`config.mk`:
```
export PLATFORM = sky130hd
export DESIGN_NAME = bilinear_fetch_interp
export DESIGN_NICKNAME = d
export VERILOG_FILES = /design/src/rtl/bilinear_fetch_interp_pkg.sv /design/src/rtl/bilinear_fetch_interp_lerp_dp.sv /design/src/rtl/bilinear_fetch_interp.sv
export SDC_FILE = /design/constraint.sdc
export NUM_CORES = 1
export LEC_CHECK = 0
export BUFFER_PORTS_ARGS = -buffer_cell sky130_fd_sc_hd__buf_2
export CAP_MARGIN = 20
export CORE_MARGIN = 5
export CORE_UTILIZATION = 40
export DETAILED_ROUTE_END_ITERATION = 7
export SLEW_MARGIN = 25
export SYNTH_ARGS = -nofsm -noshare
export SYNTH_HDL_FRONTEND = slang
export SYNTH_SLANG_ARGS = --single-unit
```
`constraint.sdc`:
```
create_clock -name clk -period 11.8 [get_ports clk]
set_input_delay 1.77 -clock clk [delete_from_list [all_inputs] [get_ports clk]]
set_output_delay 1.77 -clock clk [all_outputs]
set_load 0.005 [all_outputs]
```
`src/rtl/bilinear_fetch_interp_pkg.sv`:
```
// Shared types and helpers for the bilinear fetch/interpolate block.
// Holds the FSM state type, default geometry and the coordinate clamp rule.
package bilineal_pkg;

    localparam int unsigned DEF_IMG_W   = 64;
    localparam int unsigned DEF_IMG_H   = 64;
    localparam int unsigned DEF_FRAC_W  = 8;
    localparam int unsigned DEF_COORD_W = 16;

    typedef enum logic [2:0] {
        ST_IDLE,
        ST_F0,
        ST_F1,
        ST_F2,
        ST_F3,
        ST_CAP,
        ST_CALC,
        ST_OUT
    } bl_state_e;

    typedef struct packed {
        logic [31:0] idx0;
        logic [31:0] idx1;
        logic        frac_zero;
    } clamp_t;

    // Coordinates at or past the last row/column pin to it and drop the fraction.
    function automatic clamp_t clamp_coord(input logic [31:0] int_part,
                                           input logic [31:0] limit);
        clamp_t r;
        r.frac_zero = (int_part >= limit - 32'd1);
        r.idx0      = r.frac_zero ? (limit - 32'd1) : int_part;
        r.idx1      = ((r.idx0 + 32'd1) >= limit) ? (limit - 32'd1) : (r.idx0 + 32'd1);
        return r;
    endfunction

endpackage

```
`src/rtl/bilinear_fetch_interp_lerp_dp.sv`:
```
// Combinational bilinear blend of four 8-bit pixels with round-half-up.
// Weights are S-f and f with S = 2^FRAC_W; the result always fits in 8 bits.
module bilinear_lerp_dp
    import bilineal_pkg::*;
#(
    parameter int unsigned FRAC_W = DEF_FRAC_W
) (
    input  logic [7:0]        p00_i,
    input  logic [7:0]        p01_i,
    input  logic [7:0]        p10_i,
    input  logic [7:0]        p11_i,
    input  logic [FRAC_W-1:0] fx_i,
    input  logic [FRAC_W-1:0] fy_i,
    output logic [7:0]        pix_o
);

    localparam int unsigned TW = 8 + FRAC_W + 1;
    localparam int unsigned AW = TW + FRAC_W + 1;

    localparam logic [FRAC_W:0] S    = {1'b1, {FRAC_W{1'b0}}};
    localparam logic [AW-1:0]   HALF = {{(AW - 2*FRAC_W){1'b0}}, 1'b1, {(2*FRAC_W - 1){1'b0}}};

    logic [FRAC_W:0] wx0, wx1, wy0, wy1;
    logic [TW-1:0]   top, bot;
    logic [AW-1:0]   acc;
    logic            unused_acc_bits;

    always_comb begin
        wx0 = {1'b0, fx_i};
        wx1 = S - wx0;
        wy0 = {1'b0, fy_i};
        wy1 = S - wy0;
        top = TW'(p00_i) * TW'(wx1) + TW'(p01_i) * TW'(wx0);
        bot = TW'(p10_i) * TW'(wx1) + TW'(p11_i) * TW'(wx0);
        acc = AW'(top) * AW'(wy1) + AW'(bot) * AW'(wy0) + HALF;
    end

    assign pix_o           = acc[2*FRAC_W +: 8];
    assign unused_acc_bits = ^{acc[AW-1:2*FRAC_W+8], acc[2*FRAC_W-1:0]};

endmodule

```
`src/rtl/bilinear_fetch_interp.sv`:
```
// Sequential bilinear sampler: fetches four neighbours over one 1-cycle-latency
// RAM read port, blends them, and presents one pixel on a valid/ready output.
module bilinear_fetch_interp
    import bilineal_pkg::*;
#(
    parameter int unsigned ADDR_W  = 12,
    parameter int unsigned IMG_W   = DEF_IMG_W,
    parameter int unsigned IMG_H   = DEF_IMG_H,
    parameter int unsigned FRAC_W  = DEF_FRAC_W,
    parameter int unsigned COORD_W = DEF_COORD_W
) (
    input  logic               clk,
    input  logic               rst,
    input  logic               req_valid,
    output logic               req_ready,
    input  logic [COORD_W-1:0] req_x,
    input  logic [COORD_W-1:0] req_y,
    output logic [ADDR_W-1:0]  raddr,
    input  logic [7:0]         rdata,
    output logic               out_valid,
    input  logic               out_ready,
    output logic [7:0]         out_pix,
    output logic               busy
);

    localparam int unsigned XW = $clog2(IMG_W);
    localparam int unsigned YW = $clog2(IMG_H);

    bl_state_e         state_q, state_d;
    logic [XW-1:0]     x0_q, x1_q;
    logic [YW-1:0]     y0_q, y1_q;
    logic [FRAC_W-1:0] fx_q, fy_q;
    logic [7:0]        p00_q, p01_q, p10_q, p11_q;
    logic [7:0]        out_pix_q;
    logic [7:0]        lerp_pix;

    clamp_t            cx, cy;
    logic              unused_clamp_hi;
    logic [ADDR_W-1:0] a00, a01, a10, a11;

    assign cx = clamp_coord(32'(req_x >> FRAC_W), 32'(IMG_W));
    assign cy = clamp_coord(32'(req_y >> FRAC_W), 32'(IMG_H));
    assign unused_clamp_hi = ^{cx.idx0[31:XW], cx.idx1[31:XW], cy.idx0[31:YW], cy.idx1[31:YW]};

    // Row-major address as a plain concatenation since both dimensions are powers of two.
    assign a00 = ADDR_W'({y0_q, x0_q});
    assign a01 = ADDR_W'({y0_q, x1_q});
    assign a10 = ADDR_W'({y1_q, x0_q});
    assign a11 = ADDR_W'({y1_q, x1_q});

    bilinear_lerp_dp #(
        .FRAC_W(FRAC_W)
    ) u_lerp (
        .p00_i(p00_q),
        .p01_i(p01_q),
        .p10_i(p10_q),
        .p11_i(p11_q),
        .fx_i (fx_q),
        .fy_i (fy_q),
        .pix_o(lerp_pix)
    );

    always_comb begin
        state_d   = state_q;
        req_ready = 1'b0;
        out_valid = 1'b0;
        busy      = 1'b1;
        raddr     = '0;
        case (state_q)
            ST_IDLE: begin
                req_ready = 1'b1;
                busy      = 1'b0;
                if (req_valid) state_d = ST_F0;
            end
            ST_F0: begin
                raddr   = a00;
                state_d = ST_F1;
            end
            ST_F1: begin
                raddr   = a01;
                state_d = ST_F2;
            end
            ST_F2: begin
                raddr   = a10;
                state_d = ST_F3;
            end
            ST_F3: begin
                raddr   = a11;
                state_d = ST_CAP;
            end
            ST_CAP: begin
                raddr   = a11;
                state_d = ST_CALC;
            end
            ST_CALC: begin
                state_d = ST_OUT;
            end
            ST_OUT: begin
                out_valid = 1'b1;
                if (out_ready) state_d = ST_IDLE;
            end
            default: state_d = ST_IDLE;
        endcase
    end

    // Each fetch state captures the data for the address presented one state earlier.
    always_ff @(posedge clk) begin
        if (rst) begin
            state_q   <= ST_IDLE;
            x0_q      <= '0;
            x1_q      <= '0;
            y0_q      <= '0;
            y1_q      <= '0;
            fx_q      <= '0;
            fy_q      <= '0;
            p00_q     <= '0;
            p01_q     <= '0;
            p10_q     <= '0;
            p11_q     <= '0;
            out_pix_q <= '0;
        end else begin
            state_q <= state_d;
            case (state_q)
                ST_IDLE: begin
                    if (req_valid && req_ready) begin
                        x0_q <= cx.idx0[XW-1:0];
                        x1_q <= cx.idx1[XW-1:0];
                        y0_q <= cy.idx0[YW-1:0];
                        y1_q <= cy.idx1[YW-1:0];
                        fx_q <= cx.frac_zero ? '0 : req_x[FRAC_W-1:0];
                        fy_q <= cy.frac_zero ? '0 : req_y[FRAC_W-1:0];
                    end
                end
                ST_F1:   p00_q     <= rdata;
                ST_F2:   p01_q     <= rdata;
                ST_F3:   p10_q     <= rdata;
                ST_CAP:  p11_q     <= rdata;
                ST_CALC: out_pix_q <= lerp_pix;
                default: ;
            endcase
        end
    end

    assign out_pix = out_pix_q;

endmodule

```
==> run summary <==
run status: completed
max incr delay on CP: 0.57 ns
worst reg2reg path depth: 42
clk buf depth: 2
placement-stage cell area: 23060 um2
CTS Hold Buffers Added: 0
synthesis-stage register bit count: 83
detailed-route vias per instance: 4.999
endpoint of the worst-slack reg-to-reg timing path: out_pix[5]
Arr. time, crit path: 11.61 ns
uppermost routed layer: met4
mean instance size in the synthesized netlist: 8.716 um2
number of enable flip-flop cells after synthesis: 0
Area growth syn-to-layout: 9.562%
max-capacitance violation count: 0
final slew viol count: 0
H-Tree Depth: 3
routed length on met1: 22.82 mm
clock tree from TritonCTS: built
number of design-rule violations left by the first detailed-router iteration: 720
routed wl met2: 27.34 mm
most common cell after layout, fill and taps aside: inv_1
Min Hold Slack: 0.4545 ns
area enclosed by the die boundary: 59060 um2
remaining antenna violation count: 0
initial antenna violation count: 1
count of antenna diodes in the layout: 0
power density over the cells: 43.72 nW/um2
Critical Path Sink Type: register
highest-count cells in the layout ignoring fill and taps: inv_1 (572), fa_1 (437), nand2_1 (326), and2_1 (292), ha_1 (219)
Least-Margin Pin Slew: 1.092 ns
hold-critical path endpoint: out_pix[3]
x dimension of the die: 243.0 um
worst-path fanout max: 8
wire length of the first global-routing pass: 89.07 mm
maximum number of pins on one net before global-route repair: 83
Netlist Area Pre-Place: 21720 um2
clock latency of the later-clocked register in the worst-skew pair: 0.37 ns
cell repeated most along the worst path: fa_1
initial core utilization: 40.36%
ratio of cells with drive above 1 in the final layout: 8.573%
RePlAce Congestion: 0.8735
Hold Fails Final Rpt: 0
Crit Reg-Reg Startpoint: fx_q[1]
total track usage: 18.39%
number of different library cells in the post-synthesis netlist: 65
class of the tightest hold or removal check: reg2reg
number of global-route vias before repair: 17572
Worst slew margin: 27.08%
post-synthesis cell count: 2492
HPWL after DPL: 45.10 mm
post-synthesis sequential area ratio: 7.650%
total wirelength of the detailed-routed design: 53.87 mm
hold path cells: 2
final setup fails: 0
period utilisation layout: 96.15%
reg-to-reg slack, setup: 0.45 ns
fraction of synthesis flops using an asynchronous set or reset pin: 0%
IO buf count: 66
standby leakage power: 12.33 nW
maximum resistive drop on vdd: 0.06480 mV
die boundary height: 243.0 um
total DRC errors in the routed layout: 0
critical path class: reg2reg
router iterations before antenna repair: 5
post-synthesis net count: 3195
grt ovf: 0
Sinks on Clock Net: 83
placeable core region: 53810 um2
Max Freq: 88.14 MHz
critical hold path startpoint: out_pix[3]
routed length on met3: 2.679 mm
number of buffers created by CTS: 9
Synth Warn #: 0
most instantiated flip-flop cell in the synthesis netlist: dfxtp_1
highest-delay cell along the critical path: fa_1
post-route standard cell area excluding fillers: 23800 um2
clock-pin slew on the worst setup and hold paths: 0.07 ns
Wirelength per Cell: 16.63 um
Fin Clk Skew: 0.01041 ns
post-route minimum period: 11.35 ns
number of core rows: 85
buffer type at the clock tree root: clkbuf_16
Net count, final: 3241
Req. time, crit path: 12.07 ns
number of vias after detailed routing: 16192
Ports: 67
Worst setup SP type: register
[synthesized netlist by cell type (9+ instances only)]
master / instances / area share [%]
nand2_1: 329 / 5.7
dfxtp_1: 83 / 7.6
mux2i_1: 14 / 0.65
nand2b_1: 22 / 0.63
and2_1: 292 / 8.4
nor2_1: 90 / 1.6
xnor2_1: 40 / 1.6
nor3_1: 41 / 0.94
a21oi_1: 52 / 1.2
fa_1: 438 / 40
a22oi_1: 19 / 0.66
or3_1: 9 / 0.26
clkbuf_1: 93 / 1.6
nand3_1: 20 / 0.46
o21ai_0: 17 / 0.39
xor2_1: 18 / 0.73
ha_1: 221 / 13
a22o_1: 12 / 0.48
inv_1: 572 / 9.9
nor2b_1: 13 / 0.37
[critical path, delay by kind of cell (launching register included)]
kind	cells	cell delay, ns
AND/OR/NAND/NOR	9	1.66
AO/OA/AOI/OAI	7	1.54
flip-flops	1	0.36
XOR/XNOR	2	0.38
adder cells (fa/ha/maj)	15	6.73
buffers and inverters	9	0.54
[through the flow]
| step | utilization [%] | std cells | total power [mW] | setup TNS (ns) | setup slack (ns) |
|---|---|---|---|---|---|
| 6_report | 44.22 | 3239 | 1.040 | 0 | 0.4544 |
| 3_3_place_gp | 42.85 | 3213 | 0.6913 | -0.04409 | -0.04409 |
| 2_1_floorplan | - | 2492 | 0.5561 | 0 | 0.04087 |
| 5_1_grt | 44.22 | 3239 | 1.109 | -0.1207 | -0.05445 |
| 3_5_place_dp | 42.85 | 3213 | 0.7014 | -0.6444 | -0.2976 |
| 4_1_cts | 43.57 | 3229 | 1.035 | 0 | 0.04483 |
[logic make-up after synthesis]
kind of cell    after synthesis  synth area share [%]
simple gates                843                 19.23
fa+ha+maj                   659                 53.10
xor+xnor                     60                 2.517
flops                        83                 7.650
mux                          19                0.9043
compound gates              156                 4.931
buf+inv                     672                 11.66
[state kept, by name (all words and copies together), names as in the netlist]
register and count:
p10_q 8, p00_q 8, y1_q 6, p11_q 8, fy_q 8, fx_q 8
state_q 3, y0_q 6, x1_q 6, p01_q 8, x0_q 6, out_pix 8
[power breakdown]
part	switching (mW)	total [mW]	internal (mW)	leakage [nW]
registers	0.0251	0.320	0.295	0.679
clock network	0.134	0.328	0.194	0.164
logic	0.244	0.392	0.148	11.5
[how the worst max path moves through the flow]
stage,start,endpoint,slack [ns]
floorplan,fx_q[0],out_pix[7],0.04
global placement,fx_q[2],out_pix[7],-0.04
detailed placement,fx_q[2],out_pix[7],-0.30
CTS,fx_q[2],out_pix[7],0.04
global route,fx_q[2],out_pix[5],-0.05
finish,fx_q[1],out_pix[5],0.45
[repair_timing]
action / in CTS / in global routing
buffers inserted: 0 / 9
endpoints found under the setup margin: 4 / 8
pin swaps: 0 / 19
resized for setup: 7 / 52
cloned: 0 / 1
[layout make-up]
| type | instances | area [um2] |
|---|---|---|
| Fill cell | 5319 | 30020 |
| Multi-Input combinational cell | 1737 | 17850 |
| Inverter | 572 | 2147 |
| Sequential cell | 83 | 1674 |
| Timing Repair Buffer | 135 | 918.4 |
| Tap cell | 696 | 870.8 |
| Clock buffer | 10 | 239.0 |
| Clock inverter | 6 | 95.09 |
[metal layers]
metal  track usage [%]  vias to the layer above
met5                 0                        -
met4             4.022                        0
met3             2.530                       57
met2             32.37                      367
met1             24.28                     8263
li1                  -                     7505
Note: power is estimated with default switching activity, not from simulation.
